--- src/rtl/idu_inst_queue_pkg.sv ---
// Shared widths, constants and entry payload type for the decode-side instruction queue.
package idu_inst_queue_pkg;

    localparam int unsigned INST_ADDR_WIDTH  = 32;
    localparam int unsigned INST_DATA_WIDTH  = 32;
    localparam int unsigned INT_BUS_WIDTH    = 8;
    localparam int unsigned IQ_DEPTH_DEFAULT = 4;

    localparam logic [INST_DATA_WIDTH-1:0] INST_NOP  = 32'h0000_0013;
    localparam logic [INST_DATA_WIDTH-1:0] ZERO_WORD = 32'h0000_0000;

    typedef struct packed {
        logic [INST_DATA_WIDTH-1:0] inst;
        logic [INST_ADDR_WIDTH-1:0] addr;
        logic [INT_BUS_WIDTH-1:0]   int_flag;
    } iq_entry_t;

endpackage

--- src/rtl/idu_iq_ptr.sv ---
// Read/write pointer pair with wrap bit; derives full, empty and occupancy.
module idu_iq_ptr #(
    parameter int unsigned DEPTH = 4,
    parameter int unsigned IDXW  = $clog2(DEPTH)
) (
    input  logic            clk,
    input  logic            rst,
    input  logic            flush_i,
    input  logic            push_i,
    input  logic            pop_i,
    output logic [IDXW-1:0] wr_idx_o,
    output logic [IDXW-1:0] rd_idx_o,
    output logic            full_o,
    output logic            empty_o,
    output logic [IDXW:0]   count_o
);

    logic [IDXW:0] r_wr_ptr;
    logic [IDXW:0] r_rd_ptr;

    // Flush rewinds both pointers to zero, overriding any push/pop this cycle.
    always_ff @(posedge clk or posedge rst) begin
        if (rst) begin
            r_wr_ptr <= '0;
            r_rd_ptr <= '0;
        end else if (flush_i) begin
            r_wr_ptr <= '0;
            r_rd_ptr <= '0;
        end else begin
            if (push_i) r_wr_ptr <= r_wr_ptr + (IDXW+1)'(1);
            if (pop_i)  r_rd_ptr <= r_rd_ptr + (IDXW+1)'(1);
        end
    end

    assign wr_idx_o = r_wr_ptr[IDXW-1:0];
    assign rd_idx_o = r_rd_ptr[IDXW-1:0];
    assign empty_o  = (r_wr_ptr == r_rd_ptr);
    assign full_o   = (r_wr_ptr[IDXW-1:0] == r_rd_ptr[IDXW-1:0]) &&
                      (r_wr_ptr[IDXW] != r_rd_ptr[IDXW]);
    assign count_o  = r_wr_ptr - r_rd_ptr;

endmodule

--- src/rtl/idu_inst_queue.sv ---
// Fetch-to-decode instruction queue: in-order buffer with flush on redirect and decode hold.
module idu_inst_queue
    import idu_inst_queue_pkg::*;
#(
    parameter int unsigned DEPTH = IQ_DEPTH_DEFAULT,
    parameter int unsigned AW    = INST_ADDR_WIDTH,
    parameter int unsigned DW    = INST_DATA_WIDTH,
    parameter int unsigned IW    = INT_BUS_WIDTH
) (
    input  logic                   clk,
    input  logic                   rst,
    input  logic                   flush_i,
    input  logic                   hold_i,
    input  logic                   valid_i,
    input  logic [DW-1:0]          inst_i,
    input  logic [AW-1:0]          inst_addr_i,
    input  logic [IW-1:0]          int_flag_i,
    output logic                   ready_o,
    output logic                   valid_o,
    output logic [DW-1:0]          inst_o,
    output logic [AW-1:0]          inst_addr_o,
    output logic [IW-1:0]          int_flag_o,
    input  logic                   ready_i,
    output logic [$clog2(DEPTH):0] count_o
);

    localparam int unsigned IDXW = $clog2(DEPTH);

    logic            w_push;
    logic            w_pop;
    logic            w_full;
    logic            w_empty;
    logic [IDXW-1:0] w_wr_idx;
    logic [IDXW-1:0] w_rd_idx;

    logic [DW-1:0] r_inst     [DEPTH];
    logic [AW-1:0] r_addr     [DEPTH];
    logic [IW-1:0] r_int_flag [DEPTH];

    // No pass-through when full: ready_o depends only on the registered pointers.
    assign ready_o = ~w_full;
    assign valid_o = ~w_empty & ~hold_i & ~flush_i;
    assign w_push  = valid_i & ready_o & ~flush_i;
    assign w_pop   = valid_o & ready_i;

    idu_iq_ptr #(
        .DEPTH (DEPTH),
        .IDXW  (IDXW)
    ) u_ptr (
        .clk      (clk),
        .rst      (rst),
        .flush_i  (flush_i),
        .push_i   (w_push),
        .pop_i    (w_pop),
        .wr_idx_o (w_wr_idx),
        .rd_idx_o (w_rd_idx),
        .full_o   (w_full),
        .empty_o  (w_empty),
        .count_o  (count_o)
    );

    // Storage is not reset; stale contents are masked by valid_o below.
    always_ff @(posedge clk) begin
        if (w_push) begin
            r_inst[w_wr_idx]     <= inst_i;
            r_addr[w_wr_idx]     <= inst_addr_i;
            r_int_flag[w_wr_idx] <= int_flag_i;
        end
    end

    always_comb begin
        inst_o      = DW'(INST_NOP);
        inst_addr_o = '0;
        int_flag_o  = '0;
        if (valid_o) begin
            inst_o      = r_inst[w_rd_idx];
            inst_addr_o = r_addr[w_rd_idx];
            int_flag_o  = r_int_flag[w_rd_idx];
        end
    end

endmodule

--- config.mk ---
export PLATFORM = sky130hd
export DESIGN_NAME = idu_inst_queue
export DESIGN_NICKNAME = d
export VERILOG_FILES = /design/src/rtl/idu_inst_queue_pkg.sv /design/src/rtl/idu_iq_ptr.sv /design/src/rtl/idu_inst_queue.sv
export SDC_FILE = /design/constraint.sdc
export NUM_CORES = 1
export LEC_CHECK = 0
export BUFFER_PORTS_ARGS = -buffer_cell sky130_fd_sc_hd__clkbuf_2
export CAP_MARGIN = 20
export CORE_MARGIN = 8
export CORE_UTILIZATION = 55
export CTS_CLUSTER_DIAMETER = 150
export DETAILED_ROUTE_END_ITERATION = 6
export GPL_ROUTABILITY_DRIVEN = 0
export MAX_ROUTING_LAYER = met4
export PLACE_DENSITY = 0.87
export RECOVER_POWER = 100
export SLEW_MARGIN = 20
export SYNTH_ARGS = -nofsm -noshare
export SYNTH_HDL_FRONTEND = slang
export SYNTH_HIERARCHICAL = 1
export SYNTH_SLANG_ARGS = --single-unit
export TNS_END_PERCENT = 1
--- constraint.sdc ---
create_clock -name clk -period 8.15 [get_ports clk]
set_clock_uncertainty 0.15 [all_clocks]
set_input_delay 0.4075 -clock clk [delete_from_list [all_inputs] [get_ports clk]]
set_output_delay 0.4075 -clock clk [all_outputs]
set_load 0.005 [all_outputs]
==> results.py <==
metrics = {
    "run_status": {
        "outcome": "finished with violations",
        "violations": "max-capacitance violations, max-slew violations",
    },
    "power": {
        "p_int_uw": 2430,
        "leakage_uw": 0.00421,
        "p_comb_frac": 0.042,
        "powerDensity_nw_per_um2": 222,
        "seq_power_share": 0.567,
        "peakVddDrop_mv": 0.181,
        "swShare": 0.194,
        "p_sw_uw": 585,
        "pwr-share-clk": 0.392,
    },
    "synth": {
        "syn_inst": 583,
        "synth_cell_types": 28,
        "syn-cell-area_um2": 11200,
        "synthesis.nets": 666,
        "yosys_register_bits": 294,
        "synth-edff-count": 288,
        "synth.largest_area_cell": "edfxtp_1",
        "synthArstFlopShare": 0.0204,
        "synth_area_leaders": "edfxtp_1, mux2i_1, o22ai_1, dfrtp_1, mux4_1",
        "synth-seq-area-share": 0.785,
        "synth_ff_type": "edfxtp_1",
        "yosysWarnings": 6,
        "synth_top_area_frac": 0.772,
        "avgSynthCellArea_um2": 19.2,
    },
    "timing": {
        "slew_headroom": -0.404,
        "clock.fmax_ghz": 0.192,
        "timing.final.crit_period_ns": 5.20,
        "rsz0062_at_grt": "no",
        "whs_ns": 0.0316,
        "tightest_slew_ns": 2.11,
        "finalHoldViolations": 0,
        "drv_slew": 321,
        "fin_setup_tns_ns": 0,
        "period_share": 0.638,
        "setup_viol_count_final": 0,
    },
    "clock_network": {
        "cts_root_buf": "clkbuf_16",
        "cts_resized": 0,
        "numCtsBuffers": 28,
        "insertion_delay_ns": 0.52,
        "postCtsSetupBuffers": 0,
        "path_clk_slew_ns": 0.06,
        "cts_sinks": 294,
        "htreeDepth": 1,
        "cts_buffer_depth": 3,
        "cts_tree": "built",
    },
    "floorplan": {
        "die_y_um": 159,
        "die_w_um": 159,
        "ioPinCount": 155,
        "initial_core_util": 0.558,
        "dieArea_um2": 25200,
        "fp.coreArea_um2": 20100,
        "placement_rows": 52,
    },
    "drt": {
        "wl_met2_mm": 11.8,
        "vias": 5979,
        "ant_nets": 0,
        "routed.top_layer": "met4",
        "wl_met1_mm": 8.71,
        "dr_wl_met3_mm": 1.29,
        "drtIter0Drc": 380,
        "routedWlPerCell_um": 20.2,
        "wirelength_mm": 22.2,
        "drt_pass1_iterations": 4,
        "post-route-drc-count": 0,
        "via_per_inst": 5.45,
    },
    "global_routing": {
        "grt_first_pass_wirelength_mm": 34.4,
        "overflow": 0,
        "grt_pass1_vias": 6572,
        "antenna_found_initial": 1,
        "grt.total_usage": 0.174,
        "grt_max_degree": 73,
    },
    "worst_setup_path": {
        "critPathKind": "reg -> reg",
        "path_buf_inv": 2,
        "cp-start-kind": "flop",
        "cp_top_family": "buffers and inverters",
        "crit_fanout": 72,
        "critical_path.max_stage_delay_ns": 1.61,
        "cp_slowest_cell": "dfrtp_1",
        "cp.arrival_ns": 5.16,
        "cp_data_required_time_ns": 8.11,
        "ff2ff_setup_slack_ns": 2.95,
        "end_kind": "flop",
        "crit_chain": "inv_1, ha_1, nand2_1, nor2b_1, or3b_2, nor3b_1, clkbuf_2",
    },
    "final_layout": {
        "num-nets-final": 892,
        "syn2layout_area_growth_pct": 21.0,
        "layout.cells.non_filler": 1097,
        "drive_above_1_share": 0.0945,
    },
    "flow_run": {
        "cap_violations": 5,
    },
    "min_path": {
        "min_path_type": "in -> reg",
    },
    "placed_design": {
        "dp_cells": 976,
        "dp_hpwl_mm": 12.3,
        "port_buffers": 154,
    },
}
[cells by family after synthesis]
logic type / count (synthesis) / share of synthesized area
AND/OR/NAND/NOR: 21 / 0.0116
buffers and inverters: 43 / 0.0208
adder cells (fa/ha/maj): 5 / 0.00625
flip-flops: 294 / 0.785
XOR/XNOR: 4 / 0.00313
AO/OA/AOI/OAI: 73 / 0.0412
multiplexers: 143 / 0.132
[metal layers]
layer / GRT usage / up-vias
met1: 0.197 / 2964
met5: - / -
li1: - / 2799
met4: 0.0411 / 0
met3: 0.0326 / 35
met2: 0.314 / 181
[synth_stat cells (all sizes together), types with 2 or more instances]
library cell,n
edfxtp,288
mux2i,140
o22ai,69
buf,24
clkbuf,12
inv,7
dfrtp,6
nor2,5
ha,4
mux4,3
nand2b,3
xnor2,3
a21bo,2
a21oi,2
nand3b,2
nor3,2
nor3b,2
[what timing repair did]
item | CTS | global route
hold endpoints to repair | 294 | 0
endpoints found under the setup margin | 0 | 0
hold buffers | 73 | 0
[worst paths after layout]
path | from | end | cells after the start
max in group asynchronous | rst | u_ptr/r_wr_ptr[1] | 3
worst min-delay path | flush_i | u_ptr/r_rd_ptr[2] | 2
worst max-delay path | u_ptr/r_rd_ptr[1] | r_addr[2][24] | 7
worst min register to register | u_ptr/r_rd_ptr[2] | u_ptr/r_rd_ptr[2] | 2
worst max register to register | u_ptr/r_rd_ptr[1] | r_addr[2][24] | 7
min in group asynchronous | rst | u_ptr/r_rd_ptr[2] | 3
[state kept, by name (all words and copies together) (netlist names)]
signal / cells
r_int_flag: 32
u_ptr/r_rd_ptr: 3
u_ptr/r_wr_ptr: 3
r_addr: 128
r_inst: 128
[placed cells by master (no fill, tap or decap), types with 3 or more instances in the layout]
master         count
clkinv_1           4
clkbuf_2          34
dlygate4sd3_1     73
mux4_1             3
nand2b_1           3
dfrtp_1            6
edfxtp_1         288
clkbuf_16         29
inv_1              7
xnor2_1            3
ha_1               4
clkinv_2           6
o22ai_1           69
clkbuf_1         129
mux2i_1          140
nor2_1             5
[area by class of cell]
| cell class | instances | area (um2) |
|---|---|---|
| flip-flops and latches | 294 | 8800 |
| fillers | 1381 | 6550 |
| multi-input cells | 246 | 2190 |
| repair buffers | 232 | 1370 |
| clock buffers | 34 | 744 |
| well taps | 270 | 338 |
| clock inverters | 12 | 86.3 |
| inverters | 7 | 26.3 |
| diodes | 2 | 5.00 |
[power groups by stage]
stage	Combinational [uW]	Clock (uW)	Sequential [uW]
CTS	134	1190	1700
global route	138	1250	1710
global placement	99.8	0	1730
floorplan	46.6	0	1740
detailed placement	105	0	1740
finish	125	1180	1710
[worst register-to-register path, stage by stage, from the launching register on]
cell	delay, ns
dfrtp_1	1.61
inv_1	0.27
ha_1	0.39
nand2_1	0.08
nor2b_1	0.05
or3b_2	0.48
nor3b_1	0.20
clkbuf_2	1.51
[metrics by stage]
step / setup WS, ns / area (um2) / total power [uW] / util
6_report: 2.95 / 13600 / 3010 / 0.674
3_5_place_dp: 4.45 / 12200 / 1840 / 0.606
4_1_cts: 4.09 / 13700 / 3030 / 0.683
5_1_grt: 2.51 / 13600 / 3100 / 0.674
2_1_floorplan: 0.762 / 11200 / 1780 / -
3_3_place_gp: 4.52 / 12200 / 1830 / 0.606
(Power assumes the default switching activity.)
